`src/rtl/acq_pkg.sv`:
```
// Shared types and default widths for the code-phase acquisition sweep.
package acq_pkg;

  localparam int SHIFT_WIDTH = 15;
  localparam int ACC_WIDTH   = 19;
  localparam int SUM_WIDTH   = ACC_WIDTH + 2;
  localparam int PRN_WIDTH   = 5;

  typedef enum logic [2:0] {
    ST_IDLE,
    ST_SEEK,
    ST_SETTLE,
    ST_INTEG,
    ST_EVAL,
    ST_DONE
  } acq_state_e;

endpackage

```
`src/rtl/acq_mag.sv`:
```
// Absolute value of a two's-complement accumulator.
// The most negative input saturates to the largest positive magnitude.
module acq_mag #(
  parameter int ACC_WIDTH = acq_pkg::ACC_WIDTH
) (
  input  logic [ACC_WIDTH-1:0] acc,
  output logic [ACC_WIDTH-2:0] mag
);

  always_comb begin
    if (!acc[ACC_WIDTH-1]) begin
      mag = acc[ACC_WIDTH-2:0];
    end else if (acc[ACC_WIDTH-2:0] == '0) begin
      mag = '1;
    end else begin
      // Low bits of -acc; the sign bit is known to clear for this range.
      mag = ~acc[ACC_WIDTH-2:0] + (ACC_WIDTH-1)'(1);
    end
  end

endmodule

```
`src/rtl/acq_sweep_ctrl.sv`:
```
// Code-phase sweep sequencer: seek each candidate shift, drop the settle dump,
// sum DWELL dump magnitudes, and track the best shift against a threshold.
module acq_sweep_ctrl #(
  parameter int SHIFT_WIDTH  = acq_pkg::SHIFT_WIDTH,
  parameter int ACC_WIDTH    = acq_pkg::ACC_WIDTH,
  parameter int SHIFT_MAX    = 16799,
  parameter int SHIFT_STEP   = 8,
  parameter int DWELL        = 2,
  parameter int SEEK_TIMEOUT = 65535
) (
  input  logic                            clk,
  input  logic                            reset,
  input  logic                            start,
  input  logic                            abort,
  input  logic [acq_pkg::PRN_WIDTH-1:0]   prn_in,
  input  logic [ACC_WIDTH+1:0]            threshold,
  input  logic                            seek_done,
  input  logic                            dump,
  input  logic [ACC_WIDTH-1:0]            accumulator,
  output logic [acq_pkg::PRN_WIDTH-1:0]   prn,
  output logic                            seek_en,
  output logic [SHIFT_WIDTH-1:0]          seek_target,
  output logic                            busy,
  output logic                            done,
  output logic                            found,
  output logic                            timeout,
  output logic [SHIFT_WIDTH-1:0]          best_shift,
  output logic [ACC_WIDTH+1:0]            best_mag
);

  import acq_pkg::*;

  localparam int SUM_W = ACC_WIDTH + 2;
  localparam int TMO_W = $clog2(SEEK_TIMEOUT + 1);
  localparam int CNT_W = 3;

  acq_state_e              state_q, state_d;
  logic [PRN_WIDTH-1:0]    prn_q, prn_d;
  logic [SUM_W-1:0]        thr_q, thr_d;
  logic [SUM_W-1:0]        sum_q, sum_d;
  logic [SUM_W-1:0]        best_mag_q, best_mag_d;
  logic [SHIFT_WIDTH-1:0]  cur_shift_q, cur_shift_d;
  logic [SHIFT_WIDTH-1:0]  best_shift_q, best_shift_d;
  logic [TMO_W-1:0]        tmo_q, tmo_d;
  logic [CNT_W-1:0]        cnt_q, cnt_d;
  logic                    found_q, found_d;
  logic                    timeout_q, timeout_d;
  logic                    done_q, done_d;
  logic [ACC_WIDTH-2:0]    acc_mag;
  logic [SHIFT_WIDTH:0]    next_shift;

  acq_mag #(.ACC_WIDTH(ACC_WIDTH)) u_mag (
    .acc (accumulator),
    .mag (acc_mag)
  );

  always_ff @(posedge clk) begin
    if (reset) begin
      state_q      <= ST_IDLE;
      prn_q        <= '0;
      thr_q        <= '0;
      sum_q        <= '0;
      best_mag_q   <= '0;
      cur_shift_q  <= '0;
      best_shift_q <= '0;
      tmo_q        <= '0;
      cnt_q        <= '0;
      found_q      <= 1'b0;
      timeout_q    <= 1'b0;
      done_q       <= 1'b0;
    end else begin
      state_q      <= state_d;
      prn_q        <= prn_d;
      thr_q        <= thr_d;
      sum_q        <= sum_d;
      best_mag_q   <= best_mag_d;
      cur_shift_q  <= cur_shift_d;
      best_shift_q <= best_shift_d;
      tmo_q        <= tmo_d;
      cnt_q        <= cnt_d;
      found_q      <= found_d;
      timeout_q    <= timeout_d;
      done_q       <= done_d;
    end
  end

  always_comb begin
    state_d      = state_q;
    prn_d        = prn_q;
    thr_d        = thr_q;
    sum_d        = sum_q;
    best_mag_d   = best_mag_q;
    cur_shift_d  = cur_shift_q;
    best_shift_d = best_shift_q;
    cnt_d        = cnt_q;
    found_d      = found_q;
    timeout_d    = timeout_q;
    tmo_d        = '0;
    // One extra bit so the step past SHIFT_MAX cannot wrap back to a legal shift.
    next_shift   = {1'b0, cur_shift_q} + (SHIFT_WIDTH+1)'(SHIFT_STEP);

    // Abort freezes every result register; only the state returns to idle.
    if (abort) begin
      state_d = ST_IDLE;
    end else begin
      case (state_q)
        ST_IDLE, ST_DONE: begin
          if (start) begin
            state_d      = ST_SEEK;
            prn_d        = prn_in;
            thr_d        = threshold;
            cur_shift_d  = '0;
            best_shift_d = '0;
            best_mag_d   = '0;
            found_d      = 1'b0;
            timeout_d    = 1'b0;
          end
        end
        ST_SEEK: begin
          if (seek_done) begin
            state_d = ST_SETTLE;
          end else if (tmo_q == TMO_W'(SEEK_TIMEOUT - 1)) begin
            timeout_d = 1'b1;
            state_d   = ST_DONE;
          end else begin
            tmo_d = tmo_q + TMO_W'(1);
          end
        end
        ST_SETTLE: begin
          if (dump) begin
            state_d = ST_INTEG;
            sum_d   = '0;
            cnt_d   = '0;
          end
        end
        ST_INTEG: begin
          if (dump) begin
            sum_d = sum_q + SUM_W'(acc_mag);
            cnt_d = cnt_q + CNT_W'(1);
            if (cnt_q == CNT_W'(DWELL - 1)) begin
              state_d = ST_EVAL;
            end
          end
        end
        ST_EVAL: begin
          if (sum_q > best_mag_q) begin
            best_mag_d   = sum_q;
            best_shift_d = cur_shift_q;
          end
          if (sum_q >= thr_q) begin
            found_d = 1'b1;
            state_d = ST_DONE;
          end else if (next_shift > (SHIFT_WIDTH+1)'(SHIFT_MAX)) begin
            state_d = ST_DONE;
          end else begin
            cur_shift_d = next_shift[SHIFT_WIDTH-1:0];
            state_d     = ST_SEEK;
          end
        end
        default: state_d = ST_IDLE;
      endcase
    end

    done_d = (state_d == ST_DONE) && (state_q != ST_DONE);
  end

  always_comb begin
    seek_en     = (state_q == ST_SEEK);
    busy        = (state_q != ST_IDLE) && (state_q != ST_DONE);
    seek_target = cur_shift_q;
    prn         = prn_q;
    done        = done_q;
    found       = found_q;
    timeout     = timeout_q;
    best_shift  = best_shift_q;
    best_mag    = best_mag_q;
  end

endmodule

```
`config.mk`:
```
export PLATFORM = sky130hd
export DESIGN_NAME = acq_sweep_ctrl
export DESIGN_NICKNAME = d
export VERILOG_FILES = /design/src/rtl/acq_pkg.sv /design/src/rtl/acq_mag.sv /design/src/rtl/acq_sweep_ctrl.sv
export SDC_FILE = /design/constraint.sdc
export NUM_CORES = 1
export LEC_CHECK = 0
export CAP_MARGIN = 10
export CORE_MARGIN = 2
export CORE_UTILIZATION = 50
export CTS_CLUSTER_DIAMETER = 150
export DETAILED_ROUTE_END_ITERATION = 10
export PLACE_DENSITY_LB_ADDON = 0.25
export SLEW_MARGIN = 10
export SYNTH_ARGS = -nofsm -noshare
export SYNTH_HDL_FRONTEND = slang
export SYNTH_SLANG_ARGS = --single-unit
```
`constraint.sdc`:
```
create_clock -name clk -period 5.1 [get_ports clk]
set_clock_uncertainty 0.2 [all_clocks]
set_input_delay 1.02 -clock clk [delete_from_list [all_inputs] [get_ports clk]]
set_output_delay 1.02 -clock clk [all_outputs]
set_load 0.02 [all_outputs]
```
==> results.md <==
* Outcome: finished, final reports clean
* DRC at 0
* Worst Tran Pin Value at 1.16 ns
* Nets at 1254
* Clock Sinks at 117
* Number of global-route vias before repair at 7058
* Hold Crit Class: reg -> reg
* Area contributors post-synth: dfxtp_1 30%, ha_1 11%, nand2_1 6.1%
* Peak fanout along the critical path at 4
* Worst-Skew Late Latency at 0.42 ns
* CTS Hold Buffers Added at 0
* Clock slew at reported path FFs at 0.05 ns
* GRT Total Usage at 25.1%
* Synth top area share at 30.5%
* Die span in y at 128 um
* P_leak at 0.00399 uW
* Max-Cap Viols at 0
* Peak VDD IR at 0.000211 V
* Syn avg cell area at 7.82 sq um
* Period minus WS final at 4.87 ns
* Drt wl/cell at 14.9 um
* Number of port buffers at 105
* Rel. slew slack at 22.8%
* DR iter-0 viols at 462
* Final Hold Viols at 0
* Fin area at 10000 sq um
* CTS H-tree depth at 4
* Hold slack at 0.251 ns
* TritonCTS clock tree: built
* Final Setup Violations at 0
* Vias/cell at 5.59
* Routed WL at 19900 um
* Synth cell count leaders: 124 x nand2_1, 117 x dfxtp_1, 80 x a21oi_1
* Num CTS Buffers at 17
* Worst hold stages at 2
* Clock tree buffer depth at 2
* Post-synth cell types at 68
* Unrepaired setup endpoints after global routing: no
* Area post-placement at 9360 sq um
* Pin count of the biggest net entering global routing at 130
* Synthesis-to-layout area growth at 30.4%
* Starting density of the core at 50.9%
* Root Driver: clkbuf_16
* Power per standard cell area at 244 nW/um^2
* Die W at 128 um
* FFs w/ async S/R, synth at 0%
* Max-slew violations at 0
* First-pass GRT wire length at 33500 um
* Crit path DAT at 5.00 ns
* Drt pass-1 iters at 4
* Final total negative setup slack at 0 ns
* Die area at 16400 sq um
* Reg2Reg Depth at 9
* # diodes at 0
* Crit start category: primary input
* Mapped Cells at 982
* Gr ovfl total at 0
* Fin crit share at 95.5%
* Site Rows at 45
* Worst endpoint required time at 5.23 ns
* Fmax at 205 MHz
* Util after Layout at 66.4%
* Layout cells sized above 1 at 12.2%
* FF+latch count, synth at 117
* Synth Cell Area at 7680 sq um
* Synth Flop Type: dfxtp_1
* Setup CP Type: in -> reg
* Core area at 15100 sq um
* Vias at 7479
* Synth area leader: dfxtp_1
* DP HPWL at 14500 um
* Gp weighted congestion at 0.923
* Initial antenna violation count at 0
* Antenna Violating Nets Remaining at 0
* Synth warn at 0
* CP endpoint kind: flop
* Most common cell in the netlist: nand2_1
* # IOs at 112
* Sequential element share of the synthesized area at 30.5%
* EDFF count, synth at 0
==> kinds of logic after synthesis <==
kind of cell / share of synthesized area, %
and+or+nand+nor: 26.7
AOI/OAI and AO/OA: 18.0
DFF: 30.5
buffers and inverters: 5.65
adders and majority gates: 11.0
muxes: 5.05
xor gates and xnor gates: 3.08
other: 0.0488
==> worst max-delay path, cell delays in order <==
cell and delay (ns):
dlymetal6s2s_1 0.13, or4_4 0.54, or4_4 0.43, or3_4 0.35, or3_4 0.40, buf_4 0.15, o31a_1 0.33, nor3_2 0.14
a21oi_2 0.06, ha_1 0.32, or2_4 0.13, o31a_1 0.16, o31ai_2 0.08, or4b_2 0.61, a31oi_1 0.17
==> timing repair <==
item                                    4_1_cts  5_1_grt
endpoints found under the setup margin        2       10
setup buffers                                 0        1
pin swaps                                     0        7
resized for setup                             2       14
==> placed cells by master (no fill, tap or decap), types with 11 or more instances in the layout <==
cell type / instances
ha_1: 66
nand2b_1: 37
nor2b_1: 14
nor3_1: 15
nand3_1: 26
dfxtp_1: 117
mux2i_1: 32
buf_4: 77
o21ai_0: 53
a21oi_1: 79
xor2_1: 18
nand4_1: 18
nand2_1: 124
nand3b_1: 25
nor2_1: 76
or3_1: 11
inv_1: 57
clkbuf_16: 17
clkdlybuf4s50_1: 100
==> metal layers <==
metal / vias up / track usage [%] / wire length, um
met1: 3472 / 33.8 / 9390
met2: 169 / 40.0 / 9000
met3: 29 / 6.18 / 1170
met5: - / 0 / 0
met4: 0 / 7.43 / 296
li1: 3809 / - / -
==> layout make-up <==
type                       count  area, sq um
sequential                   117         2340
fill                        1306         5070
multi-input combinational    762         4990
tap                          188          235
clock inverter                10          128
timing repair buffer         181         1630
inverter                      57          214
clock buffer                  22          474
==> where the power goes <==
part,internal [uW],switching [uW],total [uW],leakage (uW)
clock network,800,410,1210,0.000299
registers,928,8.80,936,0.000945
logic,139,158,297,0.00274
total,1870,577,2440,0.00399
==> sequential cells by signal, summed over array words and instances (netlist names) <==
name	flops
sum_q	21
prn	5
done	1
best_mag	21
found	1
tmo_q	16
best_shift	12
state_q	3
thr_q	21
seek_target	12
cnt_q	3
timeout	1
==> path summary, 6_finish.rpt <==
check                         start  slack [ns]                          end
max                  accumulator[2]        0.23       sum_q[17]$_SDFFE_PP0P_
min             prn[0]$_SDFFE_PP0P_        0.25          prn[0]$_SDFFE_PP0P_
max reg2reg  sum_q[19]$_SDFFE_PP0P_        1.66  seek_target[5]$_SDFFE_PP0P_
min reg2reg     prn[0]$_SDFFE_PP0P_        0.25          prn[0]$_SDFFE_PP0P_
==> metrics by stage <==
stage / worst slack (ns) / total power, uW / std cells
floorplan: 0.0471 / 1120 / 987
global placement: -0.421 / 1240 / 1304
detailed placement: -0.507 / 1250 / 1304
CTS: 0.00385 / 2450 / 1336
global route: 0.0187 / 2540 / 1337
finish: 0.229 / 2440 / 1337
No activity file was read; power rests on OpenSTA's default activity.
